## src/rtl/apb_pkg.sv

```systemverilog
// Shared APB completer definitions: default widths, FSM state type and
// byte-lane / alignment helpers used by the register-bank completer.
package apb_pkg;

    localparam int APB_ADDR_WIDTH = 32;
    localparam int APB_DATA_WIDTH = 32;
    localparam int APB_STRB_WIDTH = APB_DATA_WIDTH / 8;
    localparam int APB_ALIGNBITS  = $clog2(APB_STRB_WIDTH);

    typedef enum logic {
        IDLE,
        ACCESS
    } apb_state_e;

    // Only the low ALIGNBITS address bits matter; ALIGNBITS=0 is always aligned.
    function automatic logic is_aligned(input logic [1:0] lsb, input int alignbits);
        logic ok;
        ok = 1'b1;
        for (int i = 0; i < 2; i++) begin
            if (i < alignbits && lsb[i]) ok = 1'b0;
        end
        return ok;
    endfunction

    // Widest legal bus is 32 bits; narrower buses use the low lanes.
    function automatic logic [31:0] merge_bytes(input logic [31:0] old_word,
                                                input logic [31:0] new_word,
                                                input logic [3:0]  strb);
        logic [31:0] m;
        m = old_word;
        for (int n = 0; n < 4; n++) begin
            if (strb[n]) m[8*n +: 8] = new_word[8*n +: 8];
        end
        return m;
    endfunction

endpackage

```

## src/rtl/apb_regbank.sv

```systemverilog
// DEPTH x DATA_WIDTH register storage: async clear, byte-enabled indexed
// write, combinational indexed read.
module apb_regbank
    import apb_pkg::*;
#(
    parameter  int DATA_WIDTH = APB_DATA_WIDTH,
    parameter  int DEPTH      = 16,
    localparam int IW         = (DEPTH > 1) ? $clog2(DEPTH) : 1,
    localparam int SW         = DATA_WIDTH / 8
) (
    input  logic                  clk,
    input  logic                  rst,
    input  logic                  we,
    input  logic [IW-1:0]         widx,
    input  logic [DATA_WIDTH-1:0] wdata,
    input  logic [SW-1:0]         wstrb,
    input  logic [IW-1:0]         ridx,
    output logic [DATA_WIDTH-1:0] rdata
);

    logic [DATA_WIDTH-1:0] mem [DEPTH];
    logic [31:0]           merged32;
    logic [DATA_WIDTH-1:0] merged;

    always_comb begin
        merged32 = merge_bytes(32'(mem[widx]), 32'(wdata), 4'(wstrb));
        merged   = merged32[DATA_WIDTH-1:0];
    end

    always_ff @(posedge clk or posedge rst) begin
        if (rst) begin
            for (int i = 0; i < DEPTH; i++) mem[i] <= '0;
        end else if (we) begin
            mem[widx] <= merged;
        end
    end

    assign rdata = mem[ridx];

endmodule

```

## src/rtl/apb_completer_regbank.sv

```systemverilog
// APB4 completer in front of a register bank: wait-state FSM, address decode,
// PSLVERR on misaligned/out-of-range accesses, byte-lane writes via PSTRB.
module apb_completer_regbank
    import apb_pkg::*;
#(
    parameter  int                    ADDR_WIDTH  = APB_ADDR_WIDTH,
    parameter  int                    DATA_WIDTH  = APB_DATA_WIDTH,
    parameter  int                    DEPTH       = 16,
    parameter  int                    WAIT_CYCLES = 0,
    parameter  logic [ADDR_WIDTH-1:0] BASE_ADDR   = '0,
    localparam int                    STRB_WIDTH  = DATA_WIDTH / 8
) (
    input  logic                  PCLK,
    input  logic                  PRESET,
    input  logic                  PSEL,
    input  logic                  PENABLE,
    input  logic                  PWRITE,
    input  logic [ADDR_WIDTH-1:0] PADDR,
    input  logic [DATA_WIDTH-1:0] PWDATA,
    input  logic [STRB_WIDTH-1:0] PSTRB,
    output logic                  PREADY,
    output logic [DATA_WIDTH-1:0] PRDATA,
    output logic                  PSLVERR
);

    localparam int ALIGNBITS = $clog2(STRB_WIDTH);
    localparam int CW        = (WAIT_CYCLES > 0) ? $clog2(WAIT_CYCLES + 1) : 1;
    localparam int IW        = (DEPTH > 1) ? $clog2(DEPTH) : 1;

    apb_state_e            state, state_nxt;
    logic [CW-1:0]         cnt, cnt_nxt;
    logic [ADDR_WIDTH-1:0] offset, word;
    logic                  below, out_of_range, misaligned, err, done;
    logic [DATA_WIDTH-1:0] rdata;

    // Decode runs every cycle but only matters in the completion cycle.
    assign offset       = PADDR - BASE_ADDR;
    assign word         = offset >> ALIGNBITS;
    assign below        = PADDR < BASE_ADDR;
    assign out_of_range = below || (word >= ADDR_WIDTH'(DEPTH));
    assign misaligned   = !is_aligned(PADDR[1:0], ALIGNBITS);
    assign err          = misaligned || out_of_range;

    always_ff @(posedge PCLK or posedge PRESET) begin
        if (PRESET) begin
            state <= IDLE;
            cnt   <= '0;
        end else begin
            state <= state_nxt;
            cnt   <= cnt_nxt;
        end
    end

    always_comb begin
        state_nxt = state;
        cnt_nxt   = cnt;
        done      = 1'b0;
        case (state)
            IDLE: begin
                // PSEL with PENABLE and no setup phase is ignored here.
                if (PSEL && !PENABLE) begin
                    state_nxt = ACCESS;
                    cnt_nxt   = '0;
                end
            end
            ACCESS: begin
                if (!PSEL) begin
                    state_nxt = IDLE;
                    cnt_nxt   = '0;
                end else if (PENABLE) begin
                    if (cnt == CW'(WAIT_CYCLES)) begin
                        done      = 1'b1;
                        state_nxt = IDLE;
                    end else begin
                        cnt_nxt = cnt + 1'b1;
                    end
                end else begin
                    cnt_nxt = '0;
                end
            end
            default: state_nxt = IDLE;
        endcase
    end

    assign PREADY  = done && !PRESET;
    assign PSLVERR = PREADY && err;
    assign PRDATA  = (PREADY && !PWRITE && !err) ? rdata : '0;

    apb_regbank #(
        .DATA_WIDTH(DATA_WIDTH),
        .DEPTH     (DEPTH)
    ) u_regbank (
        .clk  (PCLK),
        .rst  (PRESET),
        .we   (PREADY && PWRITE && !err),
        .widx (word[IW-1:0]),
        .wdata(PWDATA),
        .wstrb(PSTRB),
        .ridx (word[IW-1:0]),
        .rdata(rdata)
    );

endmodule

```

## config.mk

```make
export PLATFORM = sky130hd
export DESIGN_NAME = apb_completer_regbank
export DESIGN_NICKNAME = d
export VERILOG_FILES = /design/src/rtl/apb_pkg.sv /design/src/rtl/apb_regbank.sv /design/src/rtl/apb_completer_regbank.sv
export SDC_FILE = /design/constraint.sdc
export NUM_CORES = 1
export LEC_CHECK = 0
export BUFFER_PORTS_ARGS = -buffer_cell sky130_fd_sc_hd__buf_4
export CORE_ASPECT_RATIO = 0.75
export CORE_MARGIN = 4
export CORE_UTILIZATION = 38
export DETAILED_ROUTE_END_ITERATION = 10
export SYNTH_ARGS = -nofsm -noshare
export SYNTH_HDL_FRONTEND = slang
export SYNTH_SLANG_ARGS = --single-unit
```

## constraint.sdc

```tcl
create_clock -name PCLK -period 47.2 [get_ports PCLK]
set_input_delay 9.44 -clock PCLK [delete_from_list [all_inputs] [get_ports PCLK]]
set_output_delay 9.44 -clock PCLK [all_outputs]
set_load 0.02 [all_outputs]
```

==> run metrics <==
status complete, no violations; Worst Skew 0.0211 ns; Synth area leader dfrtp_1; Hold Crit Class flop to flop; number of I/O pins 107; DP Worst Slack 24.23 ns; Placed Cells 2951; Worst Tran Pin Value 1.22 ns; number of flops mapped to enable cells by yosys 0; ys flop type dfrtp_1; Startpoint Class input pin; Post-Syn Area 0.0232 mm2; core area 0.0604 mm2; average vias per placed instance 5.61; flops & latches, synth 513; Slew HR 18.4%; Critical Path RT 37.76 ns; Die H 222 um; initial antenna violation count 1; Total Power 0.000905 W; # fillers 5689; crit path DAT 13.60 ns; # DRC 0; final setup fails 0; die area 0.0651 mm2; drt first pass iters 5; PostCTS Resize Cnt 0; CTS Buf Count 50; setup_tns 0 ns; CP Class input pin to output pin; Tot GR Track Use 19.7%; Tcrit/Tclk final 48.8%; Reg clk slew, reported paths 0.06 ns; HPWL after DPL 38800 um; clk_lat worst skew 0.58 ns; register area share after synthesis 55.3%; Max VDD drop 0.0000225 V; Post-DRT Antenna Nets 0; worst-path fanout max 87; top cell type's share of synthesized area 55.3%; Synth Area per Inst 10.6 um2; Syn Inst Count 2188; Mapped Nets 2261; Clock Sinks 513; GPL Wtd Cong 0.791; largest net degree at the start of global routing 135; Max Fclk 43.4 MHz; Std-Cell Rows 78; Post-synth top cells dfrtp_1 (513), a21oi_1 (284), nor2_1 (266), nand2_1 (263), o21ai_0 (218); Max Slew Vio Count 0; RSZ-0062 raised after global routing false; most common cell in the synthesized netlist dfrtp_1; final std cells w/o fill 3040; initial core utilization 38.4%; gr ovfl total 0; port bufs 106; synth top area cells dfrtp_1 (55%), mux2i_1 (6.9%), mux4_2 (6.2%); worst hold slack 0.478 ns; vias in the first global route 17200; Setup Fix Bufs, Post-CTS 0; warnings from Yosys 0; CTS tree done; # nets final 2276; area delta synth->final 12.4%; # hold bufs at CTS 0; setup ws final 24.16 ns; Synth cell types 35; Clock Tree Root clkbuf_16; max_cap viols 0; first-pass GRT wire length 101000 um; final hold violations 0; routed via count 17100; H-tree depth 2; Clock Tree Buf Depth 3; die width 293 um; Routed WL 64400 um; Register Area 0.0128 mm2; ys async rst share 100%; number of antenna diodes 0; Multi-input gate area 0.00950 mm2; post-route minimum period 23.04 ns; share of layout cells above drive strength 1 14.9%; Leak 11.9 nW; drt wl/cell 21.2 um; Setup crit end kind output pin; Cell Pwr Density 34.7 mW/mm2; starting DRC count in detailed routing 1253
-- layout make-up --
cell class,instances,area share [%]
tap,800,3.84
sequential,513,49.2
clock buffer,71,5.68
multi-input combinational,1498,36.4
clock inverter,18,0.773
timing repair buffer,137,3.97
inverter,3,0.0720
-- cells in the final DEF, fill, tap and decap left out, types with 2 or more instances in the layout --
| cell type | instances |
|---|---|
| mux2i_1 | 160 |
| nor4_4 | 8 |
| or4_2 | 8 |
| nor2b_2 | 2 |
| nor4_1 | 7 |
| clkbuf_8 | 13 |
| a32oi_1 | 27 |
| a31oi_1 | 4 |
| nand3_1 | 4 |
| o21ai_2 | 23 |
| a21oi_1 | 284 |
| and2_1 | 4 |
| a211oi_1 | 31 |
| clkinv_4 | 2 |
| or2_2 | 4 |
| o21ai_0 | 218 |
| nand2_1 | 263 |
| clkbuf_16 | 51 |
| dfrtp_1 | 513 |
| or3_1 | 2 |
| bufinv_16 | 4 |
| a32oi_2 | 2 |
| o21ai_1 | 15 |
| nor2_1 | 265 |
| a41oi_1 | 3 |
| nand3b_1 | 2 |
| mux4_2 | 64 |
| clkinv_2 | 11 |
| buf_4 | 136 |
| clkbuf_1 | 7 |
| a22oi_1 | 61 |
| o21a_1 | 32 |
-- registers in the layout (all words and copies together), names as in the netlist --
signal / cells
state: 1
u_regbank.mem: 512
-- through the flow --
step                area, um2  util [%]
floorplan               23200         -
global placement        24400      40.4
detailed placement      24400      40.4
CTS                     26100      43.2
global route            26100      43.2
finish                  26100      43.2
-- layer usage --
layer,vias up,part of all wire (%),track usage [%]
li1,7819,-,-
met1,8589,45,28.4
met2,564,46,31.1
met3,95,7.1,3.63
met4,2,1.8,4.14
met5,-,0.016,0
-- path summary, 6_finish.rpt --
check                      depth (start not counted)                  to                from  slack, ns
hold reg to reg                                    2  u_regbank.mem[357]  u_regbank.mem[357]       0.48
setup reg to reg                                   6  u_regbank.mem[308]               state      44.41
min in group asynchronous                          2               state              PRESET       9.07
setup / recovery                                   8          PRDATA[26]            PADDR[3]      24.16
max in group asynchronous                          4  u_regbank.mem[308]              PRESET      35.78
hold / removal                                     2  u_regbank.mem[357]  u_regbank.mem[357]       0.48
-- critical path, stage by stage --
cell and delay [ns]:
buf_8 0.69, buf_4 0.83, buf_4 0.93, mux2i_1 0.17, a22oi_1 0.25, a31oi_1 0.12
a211oi_1 0.67, buf_4 0.27
-- where the power goes --
part / switching (W) / internal (W) / leakage, nW
sequential: 0.0000000116 / 0.000440 / 7.17
combinational: 0.0000396 / 0.0000152 / 3.89
clock: 0.000171 / 0.000240 / 0.843
total: 0.000211 / 0.000695 / 11.9
-- logic make-up (layout without fill, tap and decap cells) --
| group | Yosys count | count (layout) | synth area share, % |
|---|---|---|---|
| buffers and inverters | 177 | 229 | 3.78 |
| AO/OA/AOI/OAI | 700 | 700 | 17.4 |
| AND/OR/NAND/NOR | 574 | 574 | 10.3 |
| multiplexers | 224 | 224 | 13.1 |
| flip-flops | 513 | 513 | 55.3 |
(Power assumes the default switching activity.)
